===== src/rtl/dvs_cdma_v2.sv =====
// DVS event extractor: compares a windowed camera stream against a per-line reference
// fetched from BRAM, emits packed 2-bit ON/OFF codes and writes back the updated reference.
module dvs_cdma_v2 #(
   parameter int PIX_W   = 8,
   parameter int DATA_W  = 32,
   parameter int FRAME_W = 320,
   parameter int FRAME_H = 240,
   parameter int WIN_X0  = 96,
   parameter int WIN_Y0  = 56,
   parameter int WIN_W   = 128,
   parameter int WIN_H   = 128,
   parameter int ADDR_W  = 17
) (
   input  logic                  pclk,
   input  logic                  reset,
   input  logic                  vsync,
   input  logic                  href,
   input  logic                  pix_valid,
   input  logic [PIX_W-1:0]      pix_data,
   input  logic [PIX_W-1:0]      threshold,
   input  logic                  capture,
   output logic                  new_frame,
   output logic                  read_new_line,
   output logic                  write_new_line,
   output logic [ADDR_W-1:0]     rd_addr,
   input  logic [DATA_W-1:0]     rd_data,
   output logic [ADDR_W-1:0]     wr_addr,
   output logic [DATA_W-1:0]     wr_data,
   output logic [DATA_W/8-1:0]   wr_we,
   output logic [ADDR_W-1:0]     ev_addr,
   output logic [DATA_W-1:0]     ev_data,
   output logic [DATA_W/8-1:0]   ev_we,
   output logic [15:0]           ev_count,
   output logic                  line_short
);

   localparam int PPW = DATA_W / PIX_W;
   localparam int EPW = DATA_W / 2;
   localparam int BW  = DATA_W / 8;

   localparam logic [15:0] X0_C  = 16'(WIN_X0);
   localparam logic [15:0] X1_C  = 16'(WIN_X0 + WIN_W);
   localparam logic [15:0] XL_C  = 16'(WIN_X0 + WIN_W - 1);
   localparam logic [15:0] Y0_C  = 16'(WIN_Y0);
   localparam logic [15:0] Y1_C  = 16'(WIN_Y0 + WIN_H);
   localparam logic [15:0] FW_C  = 16'(FRAME_W);
   localparam logic [15:0] PPW_C = 16'(PPW);
   localparam logic [15:0] EPW_C = 16'(EPW);
   localparam logic [15:0] PIX_C = 16'(PIX_W);
   localparam logic [DATA_W-1:0] PMASK_C = DATA_W'({PIX_W{1'b1}});

   generate
      if ((WIN_W % EPW) != 0) begin : g_bad_win_w
         $error("WIN_W must be a multiple of DATA_W/2");
      end
   endgenerate

   logic                vsync_q, href_q, armed_q, capture_q;
   logic                armed_d, capture_d;
   logic [15:0]         col_q, col_d, row_q, row_d;
   logic [15:0]         frame_cnt_q, frame_cnt_d, ev_count_q, ev_count_d;
   logic [ADDR_W-1:0]   rd_addr_q, rd_addr_d, wr_addr_q, wr_addr_d, ev_addr_q, ev_addr_d;
   logic [DATA_W-1:0]   ref_acc_q, ref_acc_d, ev_acc_q, ev_acc_d;
   logic [DATA_W-1:0]   wr_data_q, wr_data_d, ev_data_q, ev_data_d;
   logic [BW-1:0]       wr_we_q, wr_we_d, ev_we_q, ev_we_d;
   logic                ref_pend_q, ref_pend_d, ev_pend_q, ev_pend_d;
   logic                final_q, final_d, wnl_q, wnl_d, rnl_q, rnl_d, nf_q, nf_d;
   logic                line_short_q, line_short_d;

   logic                vsync_fall_s, vsync_rise_s, href_fall_s, href_rise_s;
   logic                win_row_s, next_win_s, take_s;
   logic [15:0]         off_s, rslot_s, eslot_s, rword_s, eword_s, sh_s, esh_s;
   logic [DATA_W-1:0]   ref_base_s, ev_base_s;
   logic [PIX_W-1:0]    ref_pix_s, new_ref_s;
   logic signed [PIX_W:0] diff_s, thr_s, nthr_s;
   logic [1:0]          code_s;

   assign vsync_fall_s = vsync_q & ~vsync;
   assign vsync_rise_s = ~vsync_q & vsync;
   assign href_fall_s  = href_q & ~href;
   assign href_rise_s  = ~href_q & href;
   assign win_row_s    = (row_q >= Y0_C) && (row_q < Y1_C);
   assign next_win_s   = ((row_q + 16'd1) >= Y0_C) && ((row_q + 16'd1) < Y1_C);
   assign take_s       = armed_q & href & pix_valid & win_row_s &
                         (col_q >= X0_C) & (col_q < X1_C) & (col_q < FW_C);

   // Slot 0 of a word takes the freshly fetched BRAM word; later slots read the held copy.
   assign off_s      = col_q - X0_C;
   assign rslot_s    = off_s % PPW_C;
   assign eslot_s    = off_s % EPW_C;
   assign rword_s    = off_s / PPW_C;
   assign eword_s    = off_s / EPW_C;
   assign sh_s       = rslot_s * PIX_C;
   assign esh_s      = eslot_s * 16'd2;
   assign ref_base_s = (rslot_s == 16'd0) ? rd_data : ref_acc_q;
   assign ev_base_s  = (eslot_s == 16'd0) ? {DATA_W{1'b0}} : ev_acc_q;
   assign ref_pix_s  = PIX_W'(ref_base_s >> sh_s);
   assign diff_s     = $signed({1'b0, pix_data}) - $signed({1'b0, ref_pix_s});
   assign thr_s      = $signed({1'b0, threshold});
   assign nthr_s     = -thr_s;

   // Event classification; strict comparisons so diff equal to threshold is silent.
   always_comb begin
      code_s    = 2'b00;
      new_ref_s = ref_pix_s;
      if (capture_q) begin
         code_s    = 2'b00;
         new_ref_s = pix_data;
      end else if (diff_s > thr_s) begin
         code_s    = 2'b01;
         new_ref_s = pix_data;
      end else if (diff_s < nthr_s) begin
         code_s    = 2'b10;
         new_ref_s = pix_data;
      end else begin
         code_s    = 2'b00;
         new_ref_s = ref_pix_s;
      end
   end

   // Next-state logic for counters, word assembly, write ports and pulses.
   always_comb begin
      armed_d      = armed_q;
      capture_d    = capture_q;
      col_d        = col_q;
      row_d        = row_q;
      frame_cnt_d  = frame_cnt_q;
      ev_count_d   = ev_count_q;
      rd_addr_d    = rd_addr_q;
      wr_addr_d    = wr_addr_q;
      wr_data_d    = wr_data_q;
      ev_addr_d    = ev_addr_q;
      ev_data_d    = ev_data_q;
      ref_acc_d    = ref_acc_q;
      ev_acc_d     = ev_acc_q;
      ref_pend_d   = ref_pend_q;
      ev_pend_d    = ev_pend_q;
      line_short_d = line_short_q;
      wr_we_d      = {BW{1'b0}};
      ev_we_d      = {BW{1'b0}};
      final_d      = 1'b0;
      wnl_d        = final_q;
      nf_d         = vsync_fall_s;
      rnl_d        = (armed_q & href_fall_s & next_win_s) | (vsync_fall_s & (Y0_C == 16'd0));

      if (!href) begin
         col_d = 16'd0;
      end else if (pix_valid && (col_q != 16'hFFFF)) begin
         col_d = col_q + 16'd1;
      end else begin
         col_d = col_q;
      end

      if (vsync) begin
         row_d = 16'd0;
      end else if (href_fall_s) begin
         row_d = row_q + 16'd1;
      end else begin
         row_d = row_q;
      end

      if (vsync_fall_s) begin
         armed_d   = 1'b1;
         capture_d = capture;
      end else begin
         armed_d   = armed_q;
         capture_d = capture_q;
      end

      if (armed_q && href_rise_s && win_row_s) begin
         rd_addr_d = {ADDR_W{1'b0}};
      end else if (take_s && (rslot_s == 16'd0)) begin
         rd_addr_d = ADDR_W'(rword_s + 16'd1);
      end else begin
         rd_addr_d = rd_addr_q;
      end

      if (take_s) begin
         ref_acc_d  = (ref_base_s & ~(PMASK_C << sh_s)) | (DATA_W'(new_ref_s) << sh_s);
         ev_acc_d   = ev_base_s | (DATA_W'(code_s) << esh_s);
         ref_pend_d = (rslot_s != PPW_C - 16'd1);
         ev_pend_d  = (eslot_s != EPW_C - 16'd1);
         final_d    = (col_q == XL_C);
         if (rslot_s == PPW_C - 16'd1) begin
            wr_addr_d = ADDR_W'(rword_s);
            wr_data_d = ref_acc_d;
            wr_we_d   = {BW{1'b1}};
         end else begin
            wr_we_d   = {BW{1'b0}};
         end
         if (eslot_s == EPW_C - 16'd1) begin
            ev_addr_d = ADDR_W'(eword_s);
            ev_data_d = ev_acc_d;
            ev_we_d   = {BW{1'b1}};
         end else begin
            ev_we_d   = {BW{1'b0}};
         end
         if ((code_s != 2'b00) && (frame_cnt_q != 16'hFFFF)) begin
            frame_cnt_d = frame_cnt_q + 16'd1;
         end else begin
            frame_cnt_d = frame_cnt_q;
         end
      end else if (armed_q && href_fall_s && win_row_s && (col_q < X1_C)) begin
         // Early line end: push out half-built words; untouched slots still hold reference/00.
         line_short_d = 1'b1;
         final_d      = 1'b1;
         ref_pend_d   = 1'b0;
         ev_pend_d    = 1'b0;
         if (ref_pend_q) begin
            wr_addr_d = ADDR_W'(rword_s);
            wr_data_d = ref_acc_q;
            wr_we_d   = {BW{1'b1}};
         end else begin
            wr_we_d   = {BW{1'b0}};
         end
         if (ev_pend_q) begin
            ev_addr_d = ADDR_W'(eword_s);
            ev_data_d = ev_acc_q;
            ev_we_d   = {BW{1'b1}};
         end else begin
            ev_we_d   = {BW{1'b0}};
         end
      end else begin
         final_d = 1'b0;
      end

      if (armed_q && vsync_rise_s) begin
         ev_count_d  = frame_cnt_q;
         frame_cnt_d = 16'd0;
      end else begin
         ev_count_d  = ev_count_q;
      end
   end

   // State and output registers with synchronous reset.
   always_ff @(posedge pclk) begin
      if (reset) begin
         vsync_q      <= 1'b0;
         href_q       <= 1'b0;
         armed_q      <= 1'b0;
         capture_q    <= 1'b0;
         col_q        <= 16'd0;
         row_q        <= 16'd0;
         frame_cnt_q  <= 16'd0;
         ev_count_q   <= 16'd0;
         rd_addr_q    <= {ADDR_W{1'b0}};
         wr_addr_q    <= {ADDR_W{1'b0}};
         ev_addr_q    <= {ADDR_W{1'b0}};
         wr_data_q    <= {DATA_W{1'b0}};
         ev_data_q    <= {DATA_W{1'b0}};
         ref_acc_q    <= {DATA_W{1'b0}};
         ev_acc_q     <= {DATA_W{1'b0}};
         wr_we_q      <= {BW{1'b0}};
         ev_we_q      <= {BW{1'b0}};
         ref_pend_q   <= 1'b0;
         ev_pend_q    <= 1'b0;
         final_q      <= 1'b0;
         wnl_q        <= 1'b0;
         rnl_q        <= 1'b0;
         nf_q         <= 1'b0;
         line_short_q <= 1'b0;
      end else begin
         vsync_q      <= vsync;
         href_q       <= href;
         armed_q      <= armed_d;
         capture_q    <= capture_d;
         col_q        <= col_d;
         row_q        <= row_d;
         frame_cnt_q  <= frame_cnt_d;
         ev_count_q   <= ev_count_d;
         rd_addr_q    <= rd_addr_d;
         wr_addr_q    <= wr_addr_d;
         ev_addr_q    <= ev_addr_d;
         wr_data_q    <= wr_data_d;
         ev_data_q    <= ev_data_d;
         ref_acc_q    <= ref_acc_d;
         ev_acc_q     <= ev_acc_d;
         wr_we_q      <= wr_we_d;
         ev_we_q      <= ev_we_d;
         ref_pend_q   <= ref_pend_d;
         ev_pend_q    <= ev_pend_d;
         final_q      <= final_d;
         wnl_q        <= wnl_d;
         rnl_q        <= rnl_d;
         nf_q         <= nf_d;
         line_short_q <= line_short_d;
      end
   end

   assign new_frame      = nf_q;
   assign read_new_line  = rnl_q;
   assign write_new_line = wnl_q;
   assign rd_addr        = rd_addr_q;
   assign wr_addr        = wr_addr_q;
   assign wr_data        = wr_data_q;
   assign wr_we          = wr_we_q;
   assign ev_addr        = ev_addr_q;
   assign ev_data        = ev_data_q;
   assign ev_we          = ev_we_q;
   assign ev_count       = ev_count_q;
   assign line_short     = line_short_q;

endmodule


===== config.mk =====
export PLATFORM = sky130hd
export DESIGN_NAME = dvs_cdma_v2
export DESIGN_NICKNAME = d
export VERILOG_FILES = /design/src/rtl/dvs_cdma_v2.sv
export SDC_FILE = /design/constraint.sdc
export NUM_CORES = 1
export LEC_CHECK = 0
export ABC_AREA = 1
export CORE_ASPECT_RATIO = 0.7
export CORE_MARGIN = 4
export CORE_UTILIZATION = 58
export DETAILED_ROUTE_END_ITERATION = 10
export GPL_ROUTABILITY_DRIVEN = 0
export PLACE_DENSITY_LB_ADDON = 0.05
export SLEW_MARGIN = 20
export SYNTH_ARGS = -nofsm -noshare
export SYNTH_HDL_FRONTEND = slang
export SYNTH_SLANG_ARGS = --single-unit

===== constraint.sdc =====
create_clock -name pclk -period 8.6 [get_ports pclk]
set_input_delay 1.72 -clock pclk [delete_from_list [all_inputs] [get_ports pclk]]
set_output_delay 1.72 -clock pclk [all_outputs]
set_load 0.005 [all_outputs]

==> flow_summary.yaml, run 1 <==
status:
  status: "finished clean"
global_route:
  grt_pass1_wl_mm: 56.9
  grt_max_degree: 95
  antenna_found_initial: 0
  grt.overflow.total: 0
  grt_usage: 0.291
  first_global_vias: 11200
worst_setup_path:
  endpoint_kind: "register"
  path_max_fanout: 32
  slowest_delay_ns: 0.73
  cp_data_arrival_time_ns: 7.03
  reg2reg_depth: 30
  worst-setup-path-type: "register to register"
  cp.required_ns: 9.00
  crit_top_cell: "nand2_1"
  start_kind: "register"
  slowest_stage: "a21oi_1"
hold_path:
  whs_path_depth: 2
  hold_class: "register to register"
sta:
  setup_viol: 0
  min_period_ns: 6.63
  grt_setup_unrepaired: "no"
  finalMaxSlewViolations: 0
  setup_tns_ns: 0
  skew_ns: 0.0174
  clock.fmax_mhz: 151
  setup_slack_ns: 1.97
  finalHoldViolations: 0
  period_share: 0.770
  slew-limit-headroom: 0.239
  worstMarginPinSlew_ns: 1.14
synth:
  synth_area_leaders: "dfxtp_1 41%, nand2_1 8.3%, inv_1 7.8%"
  async_flop_share: 0
  seq_area_frac_synth: 0.405
  ys.warnings.count: 0
  synth_top_cell_area_share: 0.405
  yosys.area.top_type: "dfxtp_1"
  synth_edf_count: 0
  ys_ff_latch: 246
  synth_common_cells: "269 x nand2_1, 251 x inv_1, 246 x dfxtp_1, 167 x nor2_1, 149 x nand3_1"
  synth_ff_type: "dfxtp_1"
  synth.avg_cell_area_um2: 7.06
  syn_inst: 1721
  yosysMostFrequentCell: "nand2_1"
  synth_area_um2: 12100
  ys_types: 45
detailed_routing:
  antenna_left: 0
  drtPass1Iterations: 6
  wl_per_cell_um: 16.4
  viasPerCell: 5.59
  routed_wl_mm: 35.3
  via_count: 12000
  route.detailed.drc: 0
  drt_iter0_markers: 1448
place:
  port_buffers: 186
  place_ws_ns: 1.84
  hpwl_mm: 24.5
power_and_ir_drop:
  vdd_ir_drop_max_uv: 122
  power_leakage_nw: 6.33
  cellPowerDensity_nw_per_um2: 173
die:
  die_x_um: 181
  io_pins: 197
  die_h_um: 129
  rows: 43
  die_area_um2: 23400
  start_util: 0.602
  coreArea_um2: 20200
clocking:
  insertion_delay_ns: 0.52
  hold_buffers: 0
  cts_buffer_depth: 3
  post_cts_buffers: 0
  h-tree-depth: 1
  clk_pin_slew_worst_paths_ns: 0.06
  post_cts_resized: 0
  cts_sinks: 246
  cts_tree: "yes"
  cts_buffers: 24
  cts_root_buffer: "clkbuf_16"
final_layout:
  fin_util: 0.733
  finalNetCount: 1947
  antenna_cells: 0
  drive_gt1_frac: 0.0629
  fill_cells: 1681
  syn_to_final_growth_pct: 21.7
job:
  maxCapViolCount: 0
==> cell usage in the layout (no fill, tap or decap), types with 2 or more instances in the layout <==
master / netlist / routed
nand2_1: 269 / 268
inv_1: 251 / 250
dfxtp_1: 246 / 246
clkdlybuf4s50_1: 0 / 185
nor2_1: 167 / 165
nand3_1: 149 / 149
a21oi_1: 130 / 130
o21ai_0: 129 / 129
or2_2: 41 / 41
ha_1: 34 / 34
nor3_1: 32 / 31
o22ai_1: 28 / 27
xor2_1: 27 / 27
nand4_1: 25 / 25
clkbuf_16: 0 / 25
a31oi_1: 12 / 12
a22oi_1: 12 / 12
conb_1: 1 / 10
buf_4: 16 / 10
inv_2: 7 / 8
nor4_1: 8 / 8
xnor2_1: 6 / 6
o21bai_1: 6 / 6
a211oi_1: 6 / 6
clkinv_2: 0 / 6
clkinv_1: 5 / 5
a21o_1: 5 / 5
nor3b_1: 5 / 5
nand2_2: 4 / 5
clkbuf_1: 42 / 5
nor2_2: 2 / 4
o21a_1: 4 / 4
clkbuf_8: 0 / 4
nor2_4: 3 / 3
o211ai_2: 2 / 2
clkinv_4: 0 / 2
==> through the flow <==
step | power, mW | area [µm²] | std cells | hold WS, ns
floorplan | 1.42 | 12200 | 1730 | 0.388
CTS | 2.56 | 14800 | 2145 | 0.436
global route | 2.66 | 14800 | 2145 | 0.458
detailed placement | 1.53 | 14000 | 2102 | 0.429
finish | 2.56 | 14800 | 2145 | 0.444
global placement | 1.53 | 14000 | 2102 | 0.422
==> cells by family after synthesis <==
kind of cell / count (synthesis) / share of synthesized area
compound gates: 339 / 0.153
xor+xnor: 33 / 0.0238
fa+ha+maj: 35 / 0.0367
buf+inv: 357 / 0.120
flops: 246 / 0.405
other cells: 1 / 0.000309
simple gates: 710 / 0.261
==> power breakdown <==
part           switching (mW)  total [mW]  internal, mW
combinational           0.248       0.370         0.122
sequential            0.00379        1.15          1.14
clock                   0.445        1.04         0.597
==> routing by layer <==
| layer | vias up | GRT usage | part of all wire |
|---|---|---|---|
| met3 | 69 | 0.0772 | 0.11 |
| met4 | 0 | 0.0693 | 0.023 |
| met1 | 5441 | 0.419 | 0.44 |
| met2 | 633 | 0.443 | 0.42 |
| met5 | - | 0 | 0 |
| li1 | 5843 | - | - |
==> registers in the layout, summed over array words and instances, names as in the netlist, 14 cells and up <==
signal	cells
wr_addr	14
row_q	16
ref_acc_q	32
ev_data	32
frame_cnt_q	16
wr_data	32
col_q	16
rd_addr	15
ev_acc_q	32
ev_count	16
==> critical path, delay by kind of cell, from the launching register on <==
family          cells  cell delay (ns)
compound gates      4             1.38
xor+xnor            1             0.23
fa+ha+maj           3             1.17
buf+inv             5             1.35
simple gates       17             2.08
flops               1             0.31
==> path summary, 6_finish.rpt <==
check | startpoint | to | slack (ns)
setup / recovery | col_q[1] | wr_data[4] | 1.97
hold / removal | final_q | write_new_line | 0.44
setup reg to reg | col_q[1] | wr_data[4] | 1.97
hold reg to reg | final_q | write_new_line | 0.44
==> cell type report <==
class	count	area, µm²	area share
well taps	270	338	0.0229
repair buffers	196	1930	0.131
clock inverters	9	77.6	0.00525
clock buffers	34	699	0.0473
multi-input cells	1127	5830	0.394
inverters	263	987	0.0668
flip-flops and latches	246	4920	0.333
(Power assumes the default switching activity.)
==> run 2, diff against run 1 <==
CORE_UTILIZATION = 54   (was 58)
clock period = 6.4 ns   (was 8.6 ns; I/O delays follow)
==> run 2 against run 1 <==
Design area grew 0.23%; clock power grew 33%; register-to-register slack lost 1.3 ns; sequential share of layout area shrank 0.076 points; critical endpoint is now ev_data[9]; sequential power grew 34%; die area grew 7.0%; global-route usage shrank 1.9 points; via count shrank 0.33%; critical path type unchanged; critical path depth grew 5; power grew 34%; highest routed layer is now met5; utilization shrank 5.6 points.
==> flow_summary.yaml, run 2 (synthesis gave the netlist of run 1 again) <==
status:
  status: "finished clean"
die:
  start_util: 0.555
  die_h_um: 133
  rows: 45
  coreArea_um2: 21900
  die_area_um2: 25000
  die_x_um: 187
  io_pins: 197
global_route:
  first_global_vias: 11000
  antenna_found_initial: 1
  grt_pass1_wl_mm: 57.0
  grt_usage: 0.272
  grt_max_degree: 95
  grt.overflow.total: 0
final_layout:
  multiInputGateArea_um2: 5830
  finalNetCount: 1953
  antenna_cells: 0
  syn_to_final_growth_pct: 22.0
  seqCellArea_um2: 4920
  stdcell_count: 2159
  drive_gt1_frac: 0.0650
  fill_cells: 1928
  final_common_cell: "nand2_1"
  layout_common_cells: "268 x nand2_1, 250 x inv_1, 246 x dfxtp_1, 185 x clkdlybuf4s50_1, 165 x nor2_1"
power_and_ir_drop:
  vdd_ir_drop_max_uv: 180
  pwr-share-comb: 0.145
  p_clk_frac: 0.404
  p_sw_frac: 0.272
  power_switching_mw: 0.930
  internal_power_mw: 2.49
  power_leakage_nw: 6.34
  seqPwrFrac: 0.451
  cellPowerDensity_nw_per_um2: 231
place:
  hpwl_mm: 24.9
  port_buffers: 186
  dp.cells: 2119
worst_setup_path:
  crit_top_cell: "nand2_1"
  slowest_delay_ns: 0.47
  endpoint_kind: "register"
  cp.required_ns: 6.86
  slowest_stage: "buf_4"
  worst-setup-path-type: "register to register"
  cp_data_arrival_time_ns: 6.17
  path_max_fanout: 59
  start_kind: "register"
clocking:
  cts_buffer_depth: 3
  cts_tree: "yes"
  cts_sinks: 246
  insertion_delay_ns: 0.53
  post_cts_resized: 0
  hold_buffers: 0
  post_cts_buffers: 0
  cts_root_buffer: "clkbuf_16"
  h-tree-depth: 1
  clk_pin_slew_worst_paths_ns: 0.06
  cts_buffers: 25
sta:
  finalMaxSlewViolations: 0
  setup_tns_ns: 0
  period_share: 0.891
  skew_ns: 0.0151
  clock.fmax_mhz: 175
  setup_viol: 0
  min_period_ns: 5.70
  grt_setup_unrepaired: "no"
  slew-limit-headroom: 0.242
  finalHoldViolations: 0
  worstMarginPinSlew_ns: 1.13
hold_path:
  hold_class: "register to register"
detailed_routing:
  viasPerCell: 5.53
  drt_iter0_markers: 1143
  drtPass1Iterations: 5
  wl_per_cell_um: 16.4
  via_count: 11900
  antenna_left: 0
  routed_wl_mm: 35.4
  route.detailed.drc: 0
job:
  maxCapViolCount: 0
run 2: area by class of cell:
class	instances	share of cell area
Multi-Input combinational cell	1127	0.393
Sequential cell	246	0.332
Timing Repair Buffer	201	0.133
Inverter	263	0.0666
Clock buffer	31	0.0458
Tap cell	282	0.0238
Clock inverter	9	0.00540
run 2: worst paths after layout:
path,start,endpoint,slack (ns),cells after the start
max,col_q[1],ev_data[9],0.70,35
max reg2reg,col_q[1],ev_data[9],0.70,35
min,final_q,write_new_line,0.43,2
min reg2reg,final_q,write_new_line,0.43,2
run 2: metal layers:
metal,up-vias,track usage,share of wire
met3,74,0.0629,0.10
met2,526,0.405,0.42
met4,2,0.0681,0.025
met5,-,0,0.00037
met1,5494,0.398,0.45
li1,5851,-,-
run 2: worst max-delay path: cells and delay by family, from the launching register on:
kind	cells	cell delay, ns
simple gates	21	2.46
fa+ha+maj	4	1.16
buf+inv	6	0.95
compound gates	3	0.49
flops	1	0.33
xor+xnor	1	0.25
run 2: metrics by stage:
stage                     utilization  setup slack, ns  area (µm²)  hold WS [ns]  power [mW]
after floorplan                     -             1.03       12200         0.388        1.91
after global placement          0.641            0.536       14000         0.427        2.05
after detailed placement        0.641            0.358       14000         0.426        2.06
after CTS                       0.676            0.720       14800         0.435        3.43
after global routing            0.677           0.0355       14800         0.456        3.57
final                           0.677            0.697       14800         0.428        3.42
run 2: power by group through the flow:
| stage | clock network, mW | logic (mW) | registers (mW) |
|---|---|---|---|
| floorplan | 0 | 0.330 | 1.58 |
| global placement | 0 | 0.473 | 1.58 |
| detailed placement | 0 | 0.482 | 1.58 |
| CTS | 1.40 | 0.486 | 1.54 |
| global route | 1.47 | 0.556 | 1.54 |
| finish | 1.38 | 0.495 | 1.54 |
==> run 3, diff against run 2 <==
ABC_AREA = unset   (was 1)
==> run 3 against run 2 <==
Power increased by 1.0%; design area down 2.0%; fmax is 5.6% lower; clock skew down 0.0058 ns; wire length shrank 5.4%; non-clock buffer count rose by 2; area after synthesis is 3.0% lower; flip-flop and latch count unchanged; largest power group unchanged.
==> flow_summary.yaml, run 3 <==
clocking:
  cts_root_buffer: "clkbuf_16"
  insertion_delay_ns: 0.52
  cts_buffers: 24
  post_cts_buffers: 0
  cts_buffer_depth: 3
  cts_sinks: 246
  cts_tree: "yes"
  h-tree-depth: 1
  clk_pin_slew_worst_paths_ns: 0.07
power_and_ir_drop:
  power_leakage_nw: 5.12
  p_sw_frac: 0.259
  pwr-share-comb: 0.133
  power_switching_mw: 0.894
  cellPowerDensity_nw_per_um2: 238
  vdd_ir_drop_max_uv: 203
  p_clk_frac: 0.423
  internal_power_mw: 2.56
  seqPwrFrac: 0.444
  total_power_mw: 3.46
global_route:
  grt_pass1_wl_mm: 52.8
  grt_max_degree: 81
  first_global_vias: 9621
  grt.overflow.total: 0
  grt_usage: 0.262
  antenna_found_initial: 1
place:
  placed_area_um2: 13700
  place_ws_ns: -0.106
  dp.cells: 1746
  hpwl_mm: 23.8
  port_buffers: 186
sta:
  worstMarginPinSlew_ns: 0.938
  min_period_ns: 6.04
  skew_ns: 0.00929
  setup_slack_ns: 0.360
  grt_setup_unrepaired: "no"
  clock.fmax_mhz: 166
  slew-limit-headroom: 0.374
  finalHoldViolations: 0
  finalMaxSlewViolations: 0
  period_share: 0.944
  setup_viol: 0
synth:
  syn_inst: 1362
  ys.warnings.count: 0
  yosys.area.top_type: "dfxtp_1"
  synth_edf_count: 0
  synth_area_leaders: "dfxtp_1 42%, nor2_1 6.1%, nand2_1 4.1%"
  synth_common_cells: "246 x dfxtp_1, 191 x nor2_1, 128 x nand2_1, 75 x a21oi_1, 63 x clkbuf_1"
  ys_ff_latch: 246
  synth_top_cell_area_share: 0.418
  synth.avg_cell_area_um2: 8.65
  synth_area_um2: 11800
  seq_area_frac_synth: 0.418
  synth_ff_type: "dfxtp_1"
  async_flop_share: 0
  ys_types: 74
  yosysMostFrequentCell: "dfxtp_1"
worst_setup_path:
  endpoint_kind: "register"
  r2r_slack_ns: 0.36
  worst-setup-path-type: "register to register"
  cp_data_arrival_time_ns: 6.48
  start_kind: "register"
  r2r-start: "col_q[0]"
  cp.required_ns: 6.84
  path_max_fanout: 27
  startpoint: "col_q[0]"
die:
  io_pins: 197
  start_util: 0.559
  die_x_um: 185
  rows: 44
  coreArea_um2: 21100
  die_h_um: 132
  die_area_um2: 24300
detailed_routing:
  drtPass1Iterations: 6
  antenna_left: 0
  route.detailed.drc: 0
  viasPerCell: 5.94
  via_count: 10600
  routed_wl_mm: 33.4
  drt_iter0_markers: 1036
  wl_per_cell_um: 18.7
final_layout:
  syn_to_final_growth_pct: 23.3
  multiInputGateArea_um2: 6330
  fill_cells: 1728
  antenna_cells: 0
  seqCellArea_um2: 4920
  finalNetCount: 1585
  layout_common_cells: "246 x dfxtp_1, 191 x nor2_1, 185 x clkdlybuf4s50_1, 128 x nand2_1, 74 x a21oi_1"
  design_area_um2: 14500
  stdcell_count: 1789
  drive_gt1_frac: 0.0654
  final_common_cell: "dfxtp_1"
  fin_util: 0.689
status:
  status: "finished clean"
job:
  maxCapViolCount: 0
hold_path:
  min_from: "final_q"
  hold_class: "register to register"
run 3: cell types whose count changed in the layout (fill, tap and decap cells not counted), sizes merged, moves of 23 or more:
cell    delta
inv      -228
nand2    -145
nand3    -121
o21ai     -90
a21oi     -56
a211oi    +51
or2       -37
mux2i     +31
a22oi     +29
o21a      +23
run 3: layout make-up:
class                      count  area share
multi-input combinational    988       0.436
clock inverter                 9     0.00939
clock buffer                  34      0.0467
timing repair buffer         203       0.137
sequential                   246       0.339
inverter                      33     0.00853
tap                          276      0.0238
run 3: logic make-up (layout without fill, tap and decap cells):
kind of cell | count (synthesis) | after routing | synth area share
AND/OR/NAND/NOR | 517 | 517 | 0.215
AO/OA/AOI/OAI | 337 | 337 | 0.200
flip-flops | 246 | 246 | 0.418
buffers and inverters | 137 | 279 | 0.0509
XOR/XNOR | 50 | 50 | 0.0372
multiplexers | 39 | 39 | 0.0416
adder cells (fa/ha/maj) | 35 | 35 | 0.0378
other | 1 | 10 | 0.000318
run 3: worst max-delay path, cell delays in order, from the launching register on:
cell      delay (ns)
dfxtp_1         0.31
inv_1           0.20
ha_4            0.47
buf_4           0.27
mux2i_1         0.25
nor2_1          0.06
nor2_1          0.21
o21ai_0         0.16
ha_1            0.28
fa_1            0.43
nor2b_2         0.14
o31a_1          0.20
o21ai_0         0.10
nand2b_1        0.10
xor2_1          0.22
ha_1            0.29
nand4_1         0.15
nor3_1          0.09
nand2b_1        0.17
a211oi_2        0.25
o21ai_2         0.19
a311o_1         0.62
buf_4           0.27
or3_1           0.34
a21oi_1         0.16
run 3: stage by stage:
stage	TNS, ns	hold slack (ns)
floorplan	0	0.414
global placement	0	0.441
detailed placement	-0.346	0.436
CTS	0	0.451
global route	0	0.467
finish	0	0.448
run 3: what timing repair did:
action / in CTS / in global routing
resized for setup: 0 / 1
endpoints found under the setup margin: 0 / 12
hold buffers: 0 / 0
run 3: path summary, 6_finish.rpt:
check,cells past startpoint,to
max reg2reg,24,frame_cnt_q[3]
min reg2reg,1,write_new_line
min,1,write_new_line
max,24,frame_cnt_q[3]
run 3: per-layer routing:
layer  routed length (µm)  vias to the layer above  global-route usage
met3                 3130                       36              0.0500
met4                  461                        2              0.0452
met1                15900                     4987               0.414
met2                13900                      452               0.373
li1                     -                     5143                   -
met5                   34                        -                   0
run 3: power groups by stage:
stage                     registers [mW]  clock network, mW  logic, mW
after floorplan                     1.57                  0      0.298
after global placement              1.57                  0      0.434
after detailed placement            1.57                  0      0.442
after CTS                           1.53               1.48      0.445
after global routing                1.53               1.54      0.494
final                               1.53               1.46      0.460
